[config.mk]
export PLATFORM = sky130hd
export DESIGN_NAME = aes_stream_if
export DESIGN_NICKNAME = d
export VERILOG_FILES = /design/src/rtl/aes_stream_if.sv
export SDC_FILE = /design/constraint.sdc
export NUM_CORES = 1
export LEC_CHECK = 0
export BUFFER_PORTS_ARGS = -buffer_cell sky130_fd_sc_hd__buf_4
export CAP_MARGIN = 5
export CORE_MARGIN = 3
export CORE_UTILIZATION = 53
export CTS_CLUSTER_DIAMETER = 50
export CTS_CLUSTER_SIZE = 12
export DETAILED_ROUTE_END_ITERATION = 10
export PLACE_DENSITY = 0.78
export SYNTH_ARGS = -nofsm -noshare
export SYNTH_HDL_FRONTEND = slang
export SYNTH_SLANG_ARGS = --single-unit
[constraint.sdc]
create_clock -name clk -period 3.6 [get_ports clk]
set_input_delay 0.54 -clock clk [delete_from_list [all_inputs] [get_ports clk]]
set_output_delay 0.54 -clock clk [all_outputs]
set_load 0.005 [all_outputs]
[src/rtl/aes_stream_if.sv]
// Streaming front-end for a 128-bit-parallel AES-128 encrypt engine.
// Key and plaintext arrive as BUS_W-bit beats, MSB-first, and are packed
// into 128-bit registers. The engine is then launched with a one-cycle
// pulse. Its ciphertext is streamed back out under valid/ready
// backpressure, and the block closes with a one-cycle DONE pulse.
//
// state   | meaning
// --------+----------------------------------------------------------
// S_LOAD  | accepting key/plaintext beats (in_rdy high)
// S_START | one-cycle core_start pulse to the engine
// S_WAIT  | engine running; core_key/core_din held stable
// S_DRAIN | ciphertext beats presented on d_out with d_vld
// S_DONE  | one-cycle DONE pulse, then back to S_LOAD
module aes_stream_if #(
  parameter int BUS_W = 8
) (
  input  logic             clk,
  input  logic             rst,
  input  logic             in_vld,
  output logic             in_rdy,
  input  logic             key_load,
  input  logic [BUS_W-1:0] key_in,
  input  logic [BUS_W-1:0] d_in,
  output logic [BUS_W-1:0] d_out,
  output logic             d_vld,
  input  logic             out_rdy,
  output logic             DONE,
  output logic             busy,
  output logic             core_start,
  output logic [127:0]     core_key,
  output logic [127:0]     core_din,
  input  logic [127:0]     core_dout,
  input  logic             core_done
);

  localparam int BEATS = 128 / BUS_W;
  // A single-beat bus still gets a one-bit counter so the FSM is unchanged.
  localparam int CNT_W = (BEATS > 1) ? $clog2(BEATS) : 1;
  localparam logic [CNT_W-1:0] LAST_BEAT = CNT_W'(BEATS - 1);

  localparam logic [2:0] S_LOAD  = 3'd0;
  localparam logic [2:0] S_START = 3'd1;
  localparam logic [2:0] S_WAIT  = 3'd2;
  localparam logic [2:0] S_DRAIN = 3'd3;
  localparam logic [2:0] S_DONE  = 3'd4;

  // Only the widths that divide a 128-bit block evenly are supported.
  if (!(BUS_W == 8 || BUS_W == 16 || BUS_W == 32 || BUS_W == 64 || BUS_W == 128))
  begin : g_bad_bus_w
    $error("aes_stream_if: BUS_W=%0d is not one of 8/16/32/64/128", BUS_W);
  end

  logic [2:0]       state_q, state_d;
  logic [CNT_W-1:0] cnt_q, cnt_d;
  logic [127:0]     key_q, key_d;
  logic [127:0]     data_q, data_d;
  logic [127:0]     out_q, out_d;
  logic             kl_q, kl_d;
  logic             in_rdy_q, in_rdy_d;
  logic             in_acc;
  logic             key_en;
  logic             last_beat;

  // Next-state, beat counting and shift-register updates.
  always_comb begin
    state_d   = state_q;
    cnt_d     = cnt_q;
    key_d     = key_q;
    data_d    = data_q;
    out_d     = out_q;
    kl_d      = kl_q;
    in_acc    = in_vld & in_rdy_q & (state_q == S_LOAD);
    last_beat = (cnt_q == LAST_BEAT);
    // key_load is only honoured on beat 0; later beats follow the latched flag.
    key_en    = (cnt_q == '0) ? key_load : kl_q;

    case (state_q)
      S_LOAD: begin
        if (in_acc) begin
          data_d = (data_q << BUS_W) | 128'(d_in);
          if (cnt_q == '0) begin
            kl_d = key_load;
          end
          if (key_en) begin
            key_d = (key_q << BUS_W) | 128'(key_in);
          end
          if (last_beat) begin
            cnt_d   = '0;
            state_d = S_START;
          end else begin
            cnt_d = cnt_q + CNT_W'(1);
          end
        end
      end
      S_START: begin
        state_d = S_WAIT;
      end
      S_WAIT: begin
        if (core_done) begin
          out_d   = core_dout;
          state_d = S_DRAIN;
        end
      end
      S_DRAIN: begin
        if (out_rdy) begin
          out_d = out_q << BUS_W;
          if (last_beat) begin
            cnt_d   = '0;
            state_d = S_DONE;
          end else begin
            cnt_d = cnt_q + CNT_W'(1);
          end
        end
      end
      S_DONE: begin
        state_d = S_LOAD;
      end
      default: begin
        state_d = S_LOAD;
        cnt_d   = '0;
      end
    endcase

    // in_rdy is registered so it stays low while reset is held and rises on the first edge after.
    in_rdy_d = (state_d == S_LOAD);
  end

  // State and datapath registers; reset aborts any block in flight and clears the key.
  always_ff @(posedge clk or negedge rst) begin
    if (!rst) begin
      state_q  <= S_LOAD;
      cnt_q    <= '0;
      key_q    <= '0;
      data_q   <= '0;
      out_q    <= '0;
      kl_q     <= 1'b0;
      in_rdy_q <= 1'b0;
    end else begin
      state_q  <= state_d;
      cnt_q    <= cnt_d;
      key_q    <= key_d;
      data_q   <= data_d;
      out_q    <= out_d;
      kl_q     <= kl_d;
      in_rdy_q <= in_rdy_d;
    end
  end

  assign in_rdy     = in_rdy_q;
  assign d_vld      = (state_q == S_DRAIN);
  assign DONE       = (state_q == S_DONE);
  assign busy       = (state_q != S_LOAD);
  assign core_start = (state_q == S_START);
  assign d_out      = out_q[127 -: BUS_W];
  assign core_key   = key_q;
  assign core_din   = data_q;

endmodule

==> results of run 1 <==
routing by layer:
metal | track usage (%) | vias up | wire length (um)
met4 | 7.64 | 0 | 1240
met3 | 9.18 | 77 | 3580
met2 | 41.8 | 393 | 20100
met1 | 29.7 | 5615 | 15900
li1 | - | 5414 | -
met5 | 0 | - | 0
worst reg2reg max path: stages, from the launching register on:
cell and delay (ns):
dfrtp_1 0.51, nor2b_1 0.34, and2_4 0.48, buf_4 0.47, mux2i_1 0.29, o21ai_1 0.09
stage by stage:
step                std cells  setup slack (ns)  hold slack [ns]  util (%)  cell area, um^2
global placement         2138              1.37            0.460      66.1            19300
detailed placement       2138              1.32            0.466      66.1            19300
global route             2204             0.915            0.197      70.7            20600
CTS                      2204             0.976            0.189      70.7            20600
floorplan                1413              1.80            0.244         -            16000
finish                   2204             0.984            0.205      70.7            20600
cells in the mapped netlist, types with 2 or more instances:
cell type  number
o21ai_0        52
mux2_2        129
clkbuf_1       28
a21o_1          2
o21ai_1        68
and2_1          2
a21oi_1         2
nor3b_1         2
buf_2          24
nor2_1          5
buf_1           2
nand2_1       509
o21a_1          2
inv_1           3
nor2b_1         2
buf_6          20
a22o_1         10
dfrtp_1       393
ha_1            2
buf_4          19
nand3_1         2
and3_1          3
mux2i_1       122
layout make-up:
class                      count  area (um^2)
clock buffer                  59         1260
clock inverter                 6         66.3
fill                        2101         8560
inverter                       3         11.3
multi-input combinational    924         5550
sequential                   393         9830
tap                          384          480
timing repair buffer         435         3410
timing repair:
item,CTS,global route
endpoints found under the hold margin,59,0
buffers inserted,0,0
hold buffers,1,0
cell families (layout without fill, tap and decap cells):
family,count (synthesis),after routing
buffers and inverters,96,503
and+or+nand+nor,530,530
muxes,251,251
DFF,393,393
AOI/OAI and AO/OA,141,141
adders and majority gates,2,2
worst max path at each step:
stage,startpoint,slack [ns],to,cells past startpoint
6_report,state_q[1]$_DFF_PN0_,0.98,d_vld,3
5_1_grt,state_q[1]$_DFF_PN0_,0.92,d_vld,3
3_5_place_dp,state_q[1]$_DFF_PN0_,1.32,out_q[107]$_DFFE_PN0P_,5
4_1_cts,state_q[1]$_DFF_PN0_,0.98,d_vld,3
2_1_floorplan,cnt_q[0]$_DFFE_PN0P_,1.80,core_key[78]$_DFFE_PN0P_,8
3_3_place_gp,state_q[1]$_DFF_PN0_,1.37,out_q[116]$_DFFE_PN0P_,5
flip-flops by register name, indices dropped and copies added (netlist names):
signal / flops
state_q: 3
out_q: 128
cnt_q: 4
in_rdy: 1
core_key: 128
kl_q: 1
core_din: 128
power groups by stage:
stage | clock (uW) | sequential, uW | combinational, uW
finish | 4170 | 6240 | 3700
CTS | 4240 | 6230 | 3750
global route | 4440 | 6370 | 4120
detailed placement | 0 | 6300 | 3720
global placement | 0 | 6240 | 3600
floorplan | 0 | 6140 | 2310
cells in the final DEF, fill, tap and decap left out, types with 3 or more instances in the layout:
cell type | Yosys | routed
a22o_1 | 10 | 10
buf_12 | 0 | 11
buf_4 | 19 | 422
clkbuf_1 | 28 | 6
clkbuf_16 | 0 | 45
clkbuf_8 | 0 | 8
dfrtp_1 | 393 | 393
inv_1 | 3 | 3
mux2_2 | 129 | 129
mux2i_1 | 122 | 122
nand2_1 | 509 | 508
nor2_1 | 5 | 5
o21ai_0 | 52 | 52
o21ai_1 | 68 | 68
==> reports/results.txt, run 1 <==
CTS tree: done
Arr. time, crit path: 2.08 ns
R2R setup slack: 1.27 ns
Cell Rows: 62
Combinational family with the most area after synthesis: multiplexers
Die Y: 180 um
Crit Reg-Reg Startpoint: state_q[1]$_DFF_PN0_
Final setup TNS: 0 ns
Int Pwr: 9860 uW
Cell-by-cell trace of the critical path: nor2b_1 -> and2_4 -> buf_4
Worst-path clk slew: 0.06 ns
Largest stage delay, worst path: 0.51 ns
XOR/XNOR share of the synthesized area: 0%
H-tree Lvls: 2
Mux share of post-synthesis cell area: 16.7%
Psw: 4250 uW
I/O Pins: 419
Fin. max-slew vios: 0
Startpoint types: flop
#FFs+latches synth: 393
Initial Util: 54.7%
Clock power frac: 29.6%
Routed length per placed instance: 18.5 um
Routed WL: 40.9 mm
Worst min path class: primary input to flop
Bufs on Longest Clock Path: 3
Flop pwr share: 44.2%
Worst hold path cell count: 3
Overflow after GRT: 0
Vias: 11500
Post-DRT Antenna Nets: 0
EDFF count, synth: 0
Mapped cell area: 16000 um^2
Status: completed
Vias per cell: 5.22
Share of layout cells above drive strength 1: 34.6%
FF-to-FF path depth: 5
Reg-to-reg endpoint: out_q[124]$_DFFE_PN0P_
Comb power frac: 26.2%
Remaining routing DRC violations: 0
Endpoints failing hold: 0
Post-synth ARST share: 100%
Max Freq: 382 MHz
Syn Nets: 1565
Top delay family on crit path: simple AND/OR/NAND/NOR gates
Crit share post-route: 72.7%
Post-synth top area share: 61.6%
Skew final: 0.0147 ns
Number of port buffers: 418
Gp weighted congestion: 0.812
Vias in the first global route: 12000
Post-cts sizing count: 0
Synth-to-Final Area Change: 29.1%
Diode count: 0
Leakage: 0.0115 uW
Worst Setup End Kind: primary output
Mapped Cells: 1413
Worst Tran Pin Value: 0.885 ns
Die area: 32200 um^2
Number of buffers created by CTS: 42
RSZ-0062 raised after global routing: false
Worst hold path startpoint: d_in[0]
Dpl hpwl: 28.1 mm
Tot GR Track Use: 24.7%
Simple-gate share of the synthesized area: 12.8%
Synth cell types: 33
Synth Area in Adders: 0.157%
Commonest register cell after synthesis: dfrtp_1
Hold EP: core_din[0]$_DFFE_PN0P_
Post-synthesis compound-gate area fraction: 4.84%
Switching Share: 30.1%
Pin count of the biggest net entering global routing: 92
Clk sinks: 393
Setup violations, final: 0
Initial DRC Count: 724
Die X: 180 um
Nets: 1951
Pwr Total: 14100 uW
Clock insertion delay at the later pin of the skew report: 0.53 ns
First-pass GRT wire length: 64.9 mm
Maximum capacitance violations: 0
Drt pass-1 iters: 5
Crit Path Class: flop to primary output
Initial antenna violation count: 0
Synth warn: 0
Area of the core: 29200 um^2
Crit-path max FO: 23
Area contributors post-synth: dfrtp_1 62%, nand2_1 12%, mux2_2 9.1%
Pwr dens: 684 nW/um^2
Worst Path Required: 3.06 ns
Syn Area/Cell: 11.3 um^2
Rel. slew slack: 41.0%
Clock root buffer: clkbuf_16
Post-synthesis sequential area ratio: 61.6%
CP max stage cell: dfrtp_1
Synth area leader: dfrtp_1
VDD IR max: 586 uV
Buf+Inv Stages, Crit Path: 1
Post-route minimum period: 2.62 ns
Power figures use the tool's default switching activity.
==> inputs of run 2 (changes only) <==
==> constraint.sdc (replaced) <==
create_clock -name clk -period 2.5 [get_ports clk]
set_input_delay 0.375 -clock clk [delete_from_list [all_inputs] [get_ports clk]]
set_output_delay 0.375 -clock clk [all_outputs]
set_load 0.005 [all_outputs]
==> run 2 against run 1 <==
Against the previous run:
- first-iteration DRC count shrank 8.8%
- clock power is 38% higher
- sequential share of layout area fell by 0.23 points
- register-to-register slack got worse by 0.96 ns
- clock skew fell by 0.0026 ns
==> reports/results.txt, run 2 (synthesized netlist as in run 1, its figures left out) <==
Startpoint types: flop
H-tree Lvls: 2 (unchanged)
Pwr dens: 974 nW/um^2 (+42%)
Skew final: 0.0121 ns (-0.00258 ns)
Worst Setup End Kind: primary output
Final setup TNS: 0 ns (unchanged)
VDD IR max: 860 uV (+47%)
Crit Path Class: flop to primary output
Number of buffers created by CTS: 42 (unchanged)
Initial Util: 54.7% (unchanged)
Pwr Total: 20200 uW (+43%)
Synth-to-Final Area Change: 29.7%
Worst-path clk slew: 0.06 ns (about the same)
Placed Area: 19400 um^2 (+0.90%)
Cell Rows: 62 (unchanged)
Setup WS pre-CTS: 0.420 ns (-0.902 ns)
Design Area, Final: 20700 um^2 (+0.48%)
Dpl hpwl: 29.1 mm (+3.7%)
Crit share post-route: 90.0%
Vias in the first global route: 12000 (-0.11%)
Bufs on Longest Clock Path: 3 (unchanged)
Worst setup margin: 0.250 ns (-0.734 ns)
Most frequent cells in the layout: 508 x nand2_1, 430 x buf_4, 393 x dfrtp_1, 129 x mux2_2, 122 x mux2i_1
Pin count of the biggest net entering global routing: 74 (-20%)
RSZ-0062 raised after global routing: false
Max Freq: 444 MHz
Leakage: 0.0115 uW (+0.49%)
Clock root buffer: clkbuf_16
CTS tree: done
Worst Path Required: 2.12 ns (-0.94 ns)
Number of port buffers: 418 (unchanged)
Worst min path class: primary input to flop
Die X: 180 um (unchanged)
Fin. max-slew vios: 0 (unchanged)
Share of layout cells above drive strength 1: 35.0% (+0.45 points)
Clock insertion delay at the later pin of the skew report: 0.52 ns (about the same)
Post-route minimum period: 2.25 ns
Clk sinks: 393 (unchanged)
Nets: 1965 (+0.72%)
First-pass GRT wire length: 65.2 mm (+0.37%)
Vias: 11600 (+0.58%)
Worst Tran Pin Value: 0.771 ns (-0.114 ns)
Endpoints failing hold: 0 (unchanged)
Tot GR Track Use: 24.8% (+0.10 points)
Post-cts sizing count: 0 (unchanged)
Crit-path max FO: 17 (-26%)
Initial DRC Count: 660 (-8.8%)
Drt pass-1 iters: 4 (-1)
Remaining routing DRC violations: 0 (unchanged)
Arr. time, crit path: 1.88 ns (-0.20 ns)
Maximum capacitance violations: 0 (unchanged)
Rel. slew slack: 48.6% (+7.6 points)
Routed length per placed instance: 18.4 um (-0.68%)
I/O Pins: 419 (unchanged)
Leading cell type in the layout, fill and taps excluded: nand2_1
Die Y: 180 um (unchanged)
Overflow after GRT: 0 (unchanged)
Status: completed
Routed WL: 40.7 mm (-0.28%)
Gp weighted congestion: 0.819 (+0.78%)
Initial antenna violation count: 1 (+1)
Area of the core: 29200 um^2 (unchanged)
Die area: 32200 um^2 (unchanged)
Setup violations, final: 0 (unchanged)
Post-DRT Antenna Nets: 0 (unchanged)
Fin Hold WS: 0.0475 ns (-0.158 ns)
Vias per cell: 5.23 (+0.17%)
run 2: changes by cell type in the layout (fill, tap and decap cells not counted), moves of 2 or more:
| cell | before | now |
|---|---|---|
| buf_12 | 11 | 17 |
| buf_4 | 422 | 430 |
| clkbuf_1 | 6 | 3 |
| clkbuf_16 | 45 | 43 |
| clkbuf_8 | 8 | 5 |
| inv_6 | 0 | 2 |
run 2: timing repair:
| item | in CTS | in global routing |
|---|---|---|
| hold endpoints to repair | 42 | 0 |
| setup buffers | 1 | 0 |
| hold buffers | 1 | 0 |
| setup endpoints to repair | 1 | 0 |
run 2: layout make-up:
| cell class | count | area [um^2] |
|---|---|---|
| sequential | 393 | 9830 |
| fill | 2106 | 8460 |
| multi-input combinational | 924 | 5550 |
| timing repair buffer | 449 | 3590 |
| clock buffer | 51 | 1160 |
| tap | 384 | 480 |
| clock inverter | 8 | 85.1 |
| inverter | 3 | 11.3 |
| antenna | 1 | 2.50 |
run 2: power by group:
group | internal (uW) | switching [uW]
clock | 3350 | 2400
combinational | 2800 | 2630
sequential | 7900 | 1090
run 2: metal layers:
metal | global-route usage [%] | share of wire [%] | vias up
met1 | 30.4 | 39 | 5616
li1 | - | - | 5460
met3 | 8.67 | 9.2 | 94
met5 | 0 | 0 | -
met4 | 9.19 | 3.7 | 0
met2 | 41.0 | 48 | 396
run 2: path summary, 6_finish.rpt:
path / start / endpoint / slack (ns) / depth (start not counted)
setup / recovery: state_q[1]$_DFF_PN0_ / d_vld / 0.25 / 4
hold / removal: d_in[7] / core_din[7]$_DFFE_PN0P_ / 0.05 / 3
setup reg to reg: state_q[1]$_DFF_PN0_ / out_q[101]$_DFFE_PN0P_ / 0.31 / 6
hold reg to reg: out_q[13]$_DFFE_PN0P_ / out_q[13]$_DFFE_PN0P_ / 0.48 / 2
max in group asynchronous: rst / out_q[55]$_DFFE_PN0P_ / 1.36 / 3
min in group asynchronous: rst / out_q[75]$_DFFE_PN0P_ / 0.37 / 2
run 2: critical path, stage by stage, from the launching register on:
cell and delay [ns]:
dfrtp_1 0.49, nor2b_1 0.33, and2_4 0.24, buf_12 0.17, buf_4 0.13
run 2: through the flow:
step | std cells | util, %
finish | 2213 | 71.0
global route | 2213 | 71.0
CTS | 2212 | 71.0
detailed placement | 2151 | 66.7
global placement | 2151 | 66.7
floorplan | 1413 | -
==> inputs of run 3 (changes only) <==
==> constraint.sdc (replaced) <==
create_clock -name clk -period 2.5 [get_ports clk]
set_input_delay 0.25 -clock clk [delete_from_list [all_inputs] [get_ports clk]]
set_output_delay 0.25 -clock clk [all_outputs]
set_load 0.005 [all_outputs]
==> run 3 against run 2 <==
Against the previous run:
- sequential power barely moved
- combinational power up 1%
- total power is 0.45% higher
- sequential share of layout area is 1.2 points lower
- critical endpoint unchanged
==> reports/results.txt, run 3 (synthesized netlist as in run 1, its figures left out) <==
Vias in the first global route: 12800 (+7.2%)
Pwr dens: 953 nW/um^2 (-2.2%)
Rel. slew slack: 57.3% (+8.7 points)
Remaining routing DRC violations: 0 (unchanged)
Worst min path class: primary input to flop
I/O Pins: 419 (unchanged)
Max Freq: 418 MHz (-5.9%)
Worst Tran Pin Value: 0.641 ns (-0.130 ns)
Arr. time, crit path: 2.14 ns (+0.26 ns)
Startpoint types: flop
Total setup buffers inserted after CTS: 0 (-1)
Maximum capacitance violations: 0 (unchanged)
Filler cells: 1996 (-5.2%)
Crit Path Class: flop to primary output
Status: completed
Worst Path Required: 2.25 ns (+0.13 ns)
Die X: 180 um (unchanged)
Overflow after GRT: 0 (unchanged)
Endpoints failing hold: 0 (unchanged)
Crit Reg-Reg Startpoint: cnt_q[0]$_DFFE_PN0P_
Switching Share: 30.5% (+0.13 points)
Clock power frac: 28.3% (-0.2 points)
Fin. max-slew vios: 0 (unchanged)
Crit share post-route: 95.6% (+5.6 points)
Die Y: 180 um (unchanged)
Area of the core: 29200 um^2 (unchanged)
Setup violations, final: 0 (unchanged)
Share of layout cells above drive strength 1: 33.6% (-1.4 points)
Die area: 32200 um^2 (unchanged)
Clock insertion delay at the later pin of the skew report: 0.53 ns (about the same)
Crit-path max FO: 58 (+41)
Comb power frac: 27.2% (+0.3 points)
Initial antenna violation count: 3 (+2)
Clk sinks: 393 (unchanged)
Worst-path clk slew: 0.06 ns (about the same)
Bufs on Longest Clock Path: 3 (unchanged)
Initial Util: 54.7% (unchanged)
Post-DRT Antenna Nets: 0 (unchanged)
CTS tree: done
Pwr Total: 20300 uW (+0.45%)
Post-route minimum period: 2.39 ns (+0.141 ns)
Flop pwr share: 44.5% (about the same)
Int Pwr: 14100 uW (+0.26%)
Critical path launch point: state_q[1]$_DFF_PN0_
Initial DRC Count: 781 (+18%)
Nets: 2019 (+2.7%)
Gp weighted congestion: 0.834 (+1.9%)
Leading cell type in the layout, fill and taps excluded: nand2_1
R2R setup slack: 0.38 ns (+0.07 ns)
Drt pass-1 iters: 5 (+1)
Dpl hpwl: 28.5 mm (-2.2%)
Psw: 6180 uW (+0.89%)
Most frequent cells in the layout: 508 x nand2_1, 424 x buf_4, 393 x dfrtp_1, 129 x mux2_2, 122 x mux2i_1
Worst Setup End Kind: primary output
Vias per cell: 5.25 (+0.53%)
Routed length per placed instance: 18.8 um (+2.3%)
Synth-to-Final Area Change: 33.2%
Worst hold path startpoint: core_dout[20]
Pin count of the biggest net entering global routing: 134 (+81%)
First-pass GRT wire length: 69.1 mm (+6.0%)
Vias: 11900 (+3.1%)
Tot GR Track Use: 26.2% (+1.4 points)
Leakage: 0.0118 uW (+1.9%)
Number of buffers created by CTS: 41 (-2.4%)
VDD IR max: 607 uV (-29%)
Routed WL: 42.7 mm (+4.8%)
Cell Rows: 62 (unchanged)
H-tree Lvls: 2 (unchanged)
Final setup TNS: 0 ns (unchanged)
RSZ-0062 raised after global routing: false
Number of port buffers: 418 (unchanged)
Skew final: 0.0160 ns (+0.00388 ns)
Clock root buffer: clkbuf_16
[run 3: repair_timing]
action,in CTS,in global routing
hold endpoints to repair,113,0
gates resized for setup,0,2
hold buffers,62,0
setup endpoints to repair,0,1
[run 3: worst paths after layout]
| check | cells after the start | endpoint |
|---|---|---|
| min in group asynchronous | 2 | out_q[88]$_DFFE_PN0P_ |
| setup / recovery | 4 | d_vld |
| max in group asynchronous | 3 | core_key[38]$_DFFE_PN0P_ |
| hold / removal | 3 | out_q[20]$_DFFE_PN0P_ |
| hold reg to reg | 2 | core_din[121]$_DFFE_PN0P_ |
| setup reg to reg | 8 | core_key[7]$_DFFE_PN0P_ |
[run 3: cell type report]
| type | instances | area, um^2 | area share (%) |
|---|---|---|---|
| clock buffers | 49 | 1090 | 5.11 |
| multi-input cells | 924 | 5550 | 26.1 |
| flip-flops and latches | 393 | 9830 | 46.2 |
| repair buffers | 504 | 4170 | 19.6 |
| well taps | 384 | 480 | 2.26 |
| diodes | 3 | 7.51 | 0.0353 |
| clock inverters | 9 | 133 | 0.624 |
| inverters | 3 | 11.3 | 0.0530 |
[run 3: through the flow]
stage	std cells	hold slack (ns)	instance area [um^2]	util (%)	worst slack, ns
after global placement	2146	0.240	19400	66.5	0.465
final	2269	0.0181	21300	72.9	0.109
after CTS	2266	0.0000246	21200	72.9	0.0142
after floorplan	1413	-0.0456	16000	-	0.699
after global routing	2269	0.0166	21300	72.9	0.0430
after detailed placement	2146	0.242	19400	66.5	0.389
[run 3: critical path: stages (launching register included)]
cell	delay (ns)
dfrtp_1	0.52
nor2b_2	0.30
and2_4	0.24
buf_16	0.33
buf_4	0.18
[run 3: power groups by stage]
stage                     combinational [uW]  sequential, uW  clock (uW)
after global routing                    6100            9210        6140
after global placement                  5230            9000           0
after floorplan                         3330            8850           0
final                                   5510            9030        5730
after CTS                               5520            9000        5860
after detailed placement                5390            9090           0
[run 3: per-layer routing]
metal | vias up | share of wire, % | track usage [%]
met3 | 99 | 8.5 | 8.75
met2 | 406 | 50 | 44.4
li1 | 5575 | - | -
met4 | 0 | 3.8 | 9.81
met1 | 5841 | 38 | 31.4
met5 | - | 0 | 0
